[src/rtl/com_identify_pkg.sv]
// Shared definitions for the command-frame decoder: FSM encoding, command codes,
// header bytes and the frame checksum helper.
package com_identify_pkg;

   localparam int UART_FIFO_COUNTER_W = 5;

   typedef enum logic [2:0] {
      ST_IDLE  = 3'd0,
      ST_READ  = 3'd1,
      ST_GAP   = 3'd2,
      ST_CHECK = 3'd3,
      ST_EXEC  = 3'd4,
      ST_RSTP  = 3'd5
   } state_e;

   localparam logic [7:0] CMD_SW_A  = 8'h01;
   localparam logic [7:0] CMD_SW_B  = 8'h02;
   localparam logic [7:0] CMD_RST_A = 8'h03;
   localparam logic [7:0] CMD_RST_B = 8'h04;
   localparam logic [7:0] CMD_FWD   = 8'h10;

   localparam logic [7:0] HDR0_DEF = 8'hEB;
   localparam logic [7:0] HDR1_DEF = 8'h90;

   function automatic logic [7:0] frame_sum(input logic [7:0] cmd, input logic [7:0] param);
      return cmd + param;
   endfunction

   function automatic logic cmd_known(input logic [7:0] cmd);
      logic known;
      case (cmd)
         CMD_SW_A, CMD_SW_B, CMD_RST_A, CMD_RST_B, CMD_FWD: known = 1'b1;
         default: known = 1'b0;
      endcase
      return known;
   endfunction

endpackage

[src/rtl/com_identify.sv]
// Command-frame decoder: drains one frame from the selected receive FIFO, validates it
// and drives the switch controls, CPU reset pulses or the forwarded UART byte.
module com_identify
   import com_identify_pkg::*;
#(
   parameter int unsigned FRAME_LEN  = 5,
   parameter logic [15:0] RST_CYCLES = 16'd50000,
   parameter logic [7:0]  HDR0       = HDR0_DEF,
   parameter logic [7:0]  HDR1       = HDR1_DEF
) (
   input  logic                           clk,
   input  logic                           rst_n,
   input  logic [7:0]                     rec_command,
   input  logic [UART_FIFO_COUNTER_W-1:0] com_count,
   input  logic                           command_time_out,
   output logic                           com_pop,
   output logic [7:0]                     tdr_cpuAB,
   output logic                           tf_push_cpuAB,
   output logic                           force_swi,
   output logic                           com_swi,
   output logic                           error,
   output logic                           reset_A,
   output logic                           reset_B
);

   localparam int CW = UART_FIFO_COUNTER_W;
   localparam logic [CW-1:0] FRAME_LEN_C = CW'(FRAME_LEN);

   state_e          state_q, state_d;
   logic [CW-1:0]   n_q, n_d;
   logic [CW-1:0]   idx_q, idx_d;
   logic [7:0]      frame_q [FRAME_LEN];
   logic [7:0]      frame_d [FRAME_LEN];
   logic [15:0]     cnt_q, cnt_d;
   logic            com_pop_q, com_pop_d;
   logic [7:0]      tdr_q, tdr_d;
   logic            push_q, push_d;
   logic            force_q, force_d;
   logic            com_swi_q, com_swi_d;
   logic            error_q, error_d;
   logic            reset_a_q, reset_a_d;
   logic            reset_b_q, reset_b_d;
   logic            frame_ok_s;
   logic [7:0]      cmd_s;
   logic [7:0]      param_s;

   assign cmd_s   = frame_q[2];
   assign param_s = frame_q[3];

   // Frame acceptance: exact length, both headers, checksum and a known command.
   always_comb begin
      frame_ok_s = (n_q == FRAME_LEN_C) && (frame_q[0] == HDR0) && (frame_q[1] == HDR1) &&
                   (frame_q[FRAME_LEN-1] == frame_sum(cmd_s, param_s)) && cmd_known(cmd_s);
   end

   // Next-state and registered-output computation; pulses default low, levels hold.
   always_comb begin
      state_d   = state_q;
      n_d       = n_q;
      idx_d     = idx_q;
      frame_d   = frame_q;
      cnt_d     = cnt_q;
      com_pop_d = 1'b0;
      push_d    = 1'b0;
      force_d   = 1'b0;
      tdr_d     = tdr_q;
      com_swi_d = com_swi_q;
      error_d   = error_q;
      reset_a_d = reset_a_q;
      reset_b_d = reset_b_q;
      case (state_q)
         ST_IDLE: begin
            if (command_time_out && (com_count != {CW{1'b0}})) begin
               n_d       = com_count;
               idx_d     = {CW{1'b0}};
               com_pop_d = 1'b1;
               state_d   = ST_READ;
            end else begin
               state_d = ST_IDLE;
            end
         end
         ST_READ: begin
            // Bytes beyond the frame length are popped but not stored.
            for (int i = 0; i < int'(FRAME_LEN); i++) begin
               if (idx_q == CW'(i)) begin
                  frame_d[i] = rec_command;
               end else begin
                  frame_d[i] = frame_q[i];
               end
            end
            idx_d   = idx_q + CW'(1);
            state_d = ST_GAP;
         end
         ST_GAP: begin
            if (idx_q < n_q) begin
               com_pop_d = 1'b1;
               state_d   = ST_READ;
            end else begin
               state_d = ST_CHECK;
            end
         end
         ST_CHECK: begin
            if (frame_ok_s) begin
               error_d = 1'b0;
               state_d = ST_EXEC;
               case (cmd_s)
                  CMD_SW_A: begin
                     com_swi_d = 1'b0;
                     force_d   = 1'b1;
                  end
                  CMD_SW_B: begin
                     com_swi_d = 1'b1;
                     force_d   = 1'b1;
                  end
                  CMD_RST_A: begin
                     reset_a_d = 1'b1;
                     cnt_d     = RST_CYCLES;
                  end
                  CMD_RST_B: begin
                     reset_b_d = 1'b1;
                     cnt_d     = RST_CYCLES;
                  end
                  CMD_FWD: begin
                     tdr_d  = param_s;
                     push_d = 1'b1;
                  end
                  default: state_d = ST_IDLE;
               endcase
            end else begin
               error_d = 1'b1;
               state_d = ST_IDLE;
            end
         end
         ST_EXEC, ST_RSTP: begin
            // The EXEC cycle is the first cycle of a reset pulse.
            if ((state_q == ST_RSTP) || (cmd_s == CMD_RST_A) || (cmd_s == CMD_RST_B)) begin
               cnt_d = cnt_q - 16'd1;
               if (cnt_q <= 16'd1) begin
                  reset_a_d = 1'b0;
                  reset_b_d = 1'b0;
                  state_d   = ST_IDLE;
               end else begin
                  state_d = ST_RSTP;
               end
            end else begin
               state_d = ST_IDLE;
            end
         end
         default: state_d = ST_IDLE;
      endcase
   end

   // State and output registers.
   always_ff @(posedge clk or negedge rst_n) begin
      if (!rst_n) begin
         state_q   <= ST_IDLE;
         n_q       <= {CW{1'b0}};
         idx_q     <= {CW{1'b0}};
         for (int i = 0; i < int'(FRAME_LEN); i++) begin
            frame_q[i] <= 8'h00;
         end
         cnt_q     <= 16'd0;
         com_pop_q <= 1'b0;
         tdr_q     <= 8'h00;
         push_q    <= 1'b0;
         force_q   <= 1'b0;
         com_swi_q <= 1'b0;
         error_q   <= 1'b0;
         reset_a_q <= 1'b0;
         reset_b_q <= 1'b0;
      end else begin
         state_q   <= state_d;
         n_q       <= n_d;
         idx_q     <= idx_d;
         frame_q   <= frame_d;
         cnt_q     <= cnt_d;
         com_pop_q <= com_pop_d;
         tdr_q     <= tdr_d;
         push_q    <= push_d;
         force_q   <= force_d;
         com_swi_q <= com_swi_d;
         error_q   <= error_d;
         reset_a_q <= reset_a_d;
         reset_b_q <= reset_b_d;
      end
   end

   assign com_pop       = com_pop_q;
   assign tdr_cpuAB     = tdr_q;
   assign tf_push_cpuAB = push_q;
   assign force_swi     = force_q;
   assign com_swi       = com_swi_q;
   assign error         = error_q;
   assign reset_A       = reset_a_q;
   assign reset_B       = reset_b_q;

endmodule

[config.mk]
export PLATFORM = sky130hd
export DESIGN_NAME = com_identify
export DESIGN_NICKNAME = d
export VERILOG_FILES = /design/src/rtl/com_identify_pkg.sv /design/src/rtl/com_identify.sv
export SDC_FILE = /design/constraint.sdc
export NUM_CORES = 1
export LEC_CHECK = 0
export ABC_AREA = 1
export BUFFER_PORTS_ARGS = -buffer_cell sky130_fd_sc_hd__buf_2
export CAP_MARGIN = 40
export CORE_MARGIN = 3
export CORE_UTILIZATION = 40
export CTS_CLUSTER_DIAMETER = 30
export CTS_CLUSTER_SIZE = 8
export DETAILED_ROUTE_END_ITERATION = 8
export GPL_TIMING_DRIVEN = 0
export PLACE_DENSITY_LB_ADDON = 0.3
export SLEW_MARGIN = 40
export SYNTH_ARGS = -nofsm -noshare
export SYNTH_HDL_FRONTEND = slang
export SYNTH_SLANG_ARGS = --single-unit
[constraint.sdc]
create_clock -name clk -period 3.3 [get_ports clk]
set_input_delay 0.495 -clock clk [delete_from_list [all_inputs] [get_ports clk]]
set_output_delay 0.495 -clock clk [all_outputs]
set_load 0.02 [all_outputs]
==> results.md <==
- Final Skew: 0.006822 ns
- Via count: 4,236
- CP max FO: 10
- Clock buffer depth: 2
- Post-DP HPWL: 8.079 mm
- Port bufs: 30
- Clk_lat worst skew: around 0.34 ns
- Clk sinks: 84
- Highest clock rate: around 0.38 GHz
- I/O pins: 31
- Row cnt: 39
- Lkg Pwr: 2.858 nW
- Area grow syn2layout: 14.84%
- Worst Max-Slew Pin Slew: around 0.57 ns
- Place WS: about 0.68 ns
- Fillers: around 1,100
- Routed wire length: 10.79 mm
- Synth Warn #: 0
- Largest net degree at the start of global routing: 61
- Synth cell types: 34
- Status: complete, but fails checks
- RSZ-0062 raised after global routing: no
- DRT Pass-1 Iters: 6
- Total GRT Usage: 0.1766
- Final critical-path share of the clock period: 0.7995
- Die ar.: 13,160 µm²
- Synth Net Count: 668
- PostCTS Resize Cnt: 0
- Critical path required time: 3.53 ns
- Psw: 0.002165 W
- Core ar.: 11,470 µm²
- CP arrival: 2.87 ns
- Post-CTS setup buffers: 0
- Detail Route Antenna Nets: 0
- Initial Utilization: 0.4124
- Final hold violations: 1
- Number of max-cap violations: 0
- CTS buffer count: 9
- Worst VDD drop: 0.3822 mV
- Finish-stage setup viols: 0
- Seq cells post-synth: 84
- Final Slew Violations: 0
- # diodes: 0
- Most common cell after layout, fill and taps aside: nand2_1
- Avg Inst Size Synth: between 7 and 8 µm²
- First-pass GRT wire length: 18.75 mm
- CTS tree: yes
- Post-Synthesis Cell Area: 4730 µm²
- Final worst slack: 0.6616 ns
- Final net count: 710
- CTS Root Cell: clkbuf_16
- Layout cells sized above 1: 0.1072
- Clock share of power: 0.224
- Most frequent cells in the layout: 198 x nand2_1, 84 x dfrtp_1, 66 x inv_1
- TNS Setup: 0 ns
- WL/cell: 13.09 µm
- H-tree depth: 3
- Drt via density: 5.141
- GPL Wtd Cong: roughly 0.86
- CP Launch Type: flip-flop
- DRC Markers: 0
- Clk slew on worst S/H paths: 0.07 ns
- Die width: ~110 µm
- Post-CTS Hold Buffers: 0
- Slew HR: 0.6185
- Failing checks: hold timing
- Vias in the first global route: between 3,000 and 4,000
- Antenna violations before repair: 0
- Hold Crit Class: in -> async
- Internal power: 0.002854 W
- Die Y: 114.7 µm
- Final min period: 2.638 ns
- PwrDens: 924.1 nW/µm²
- Flop pwr share: 0.341
- Hold_ws: -0.0005847 ns
- Seq/Total Area, Yosys: 0.4444
- Synth Instances: 634
- Total gr overflow: 0
- Switching Fraction: 0.4313
- DRT iter0 DRCs: ~290
- Crit end category: flip-flop
- Combinational share of power: 0.434
- Kind of critical path: reg -> reg
-- logic make-up (layout without fill, tap and decap cells) --
family | after synthesis | in the layout | synth area share
buffers and inverters | 88 | 135 | 0.07540
adders and majority gates | 18 | 18 | 0.04921
AOI/OAI and AO/OA | 78 | 78 | 0.09101
xor gates and xnor gates | 6 | 6 | 0.01111
DFF | 84 | 84 | 0.4444
and+or+nand+nor | 360 | 360 | 0.3288
-- synthesized netlist by cell type --
| master | n | area (µm²) |
|---|---|---|
| a21oi_1 | 22 | 110.1 |
| a21oi_4 | 1 | 16.27 |
| a31oi_1 | 1 | 6.260 |
| buf_2 | 3 | 15.01 |
| buf_4 | 4 | 30.03 |
| buf_6 | 1 | 11.26 |
| clkbuf_1 | 6 | 22.52 |
| clkinv_1 | 1 | 3.750 |
| dfrtp_1 | 84 | 2102 |
| fa_1 | 1 | 20.02 |
| ha_1 | 17 | 212.7 |
| inv_1 | 66 | 247.7 |
| inv_2 | 7 | 26.28 |
| nand2_1 | 198 | 743.2 |
| nand2_4 | 1 | 11.26 |
| nand3_1 | 57 | 285.3 |
| nand3b_1 | 4 | 30.03 |
| nand4_1 | 18 | 112.6 |
| nor2_1 | 65 | 244.0 |
| nor2_2 | 2 | 12.51 |
| nor2_4 | 1 | 11.26 |
| nor3_1 | 5 | 25.02 |
| nor3_4 | 2 | 32.53 |
| nor3b_1 | 3 | 22.52 |
| nor4_1 | 3 | 18.77 |
| o211ai_1 | 3 | 22.52 |
| o21ai_0 | 39 | 195.2 |
| o21ai_1 | 8 | 40.04 |
| o21ai_2 | 2 | 17.52 |
| o22ai_1 | 1 | 6.260 |
| o41ai_2 | 1 | 16.27 |
| or2_2 | 1 | 6.260 |
| xnor2_1 | 2 | 17.52 |
| xor2_1 | 4 | 35.03 |
-- state kept, by name, summed over array words and instances, names as in the netlist --
register	cells
frame_q	24
cnt_q	16
cmd_s	8
param_s	8
tdr_cpuAB	8
idx_q	5
n_q	5
state_q	3
com_pop	1
com_swi	1
error	1
force_swi	1
reset_A	1
reset_B	1
tf_push_cpuAB	1
-- stage by stage --
stage                 util  std cells  cell area [µm²]  total power (W)
finish              0.4737        824             5431         0.005019
global route        0.4737        824             5431         0.005487
CTS                 0.4727        824             5420         0.005035
detailed placement  0.4441        808             5092         0.003869
global placement    0.4411        807             5059         0.003774
floorplan                -        634             4730         0.003340
-- worst paths after layout --
path / from / end / slack [ns] / cells after the start
setup / recovery: param_s[0] / reset_A / 0.66 / 15
min in group clk: com_count[4] / n_q[4] / 0.41 / 3
setup reg to reg: param_s[0] / reset_A / 0.66 / 15
max in group asynchronous: rst_n / frame_q[31] / 2.73 / 2
hold reg to reg: tdr_cpuAB[0] / tdr_cpuAB[0] / 0.46 / 2
hold / removal: rst_n / cnt_q[11] / -0.0006 / 1
-- worst max-delay path, cell delays in order, from the launching register on --
cell and delay [ns]:
dfrtp_1 0.43, ha_1 0.26, fa_1 0.48, nand2_1 0.09
nand2_1 0.06, nor2_1 0.13, nand2_1 0.07, nor2_1 0.15
nand3_1 0.10, nor2_1 0.13, nand2_1 0.09, nand2_1 0.17
buf_4 0.21, nand2_1 0.06, nand2_1 0.05, nand2_1 0.05
-- per-layer routing --
layer,share of wire,GRT usage,wire (µm)
met2,0.48,0.2860,5157
met4,0.013,0.06260,144
met3,0.043,0.03368,465
met5,0,0,0
met1,0.47,0.2382,5020
-- layout make-up --
cell class,instances,area (µm²),area share
multi-input combinational,462,2282,0.4202
tap,143,178.9,0.03294
sequential,84,2102,0.3870
clock buffer,9,225.2,0.04147
timing repair buffer,31,183.9,0.03386
inverter,74,277.8,0.05114
clock inverter,7,102.6,0.01889
buffer,14,78.83,0.01451
-- power groups by stage --
stage	Combinational, W	Clock, W	Sequential, W
finish	0.00218	0.00113	0.00171
global route	0.00254	0.00119	0.00176
CTS	0.00218	0.00115	0.00171
detailed placement	0.00215	0	0.00172
global placement	0.00206	0	0.00171
floorplan	0.00169	0	0.00165
Power figures use the tool's default switching activity.
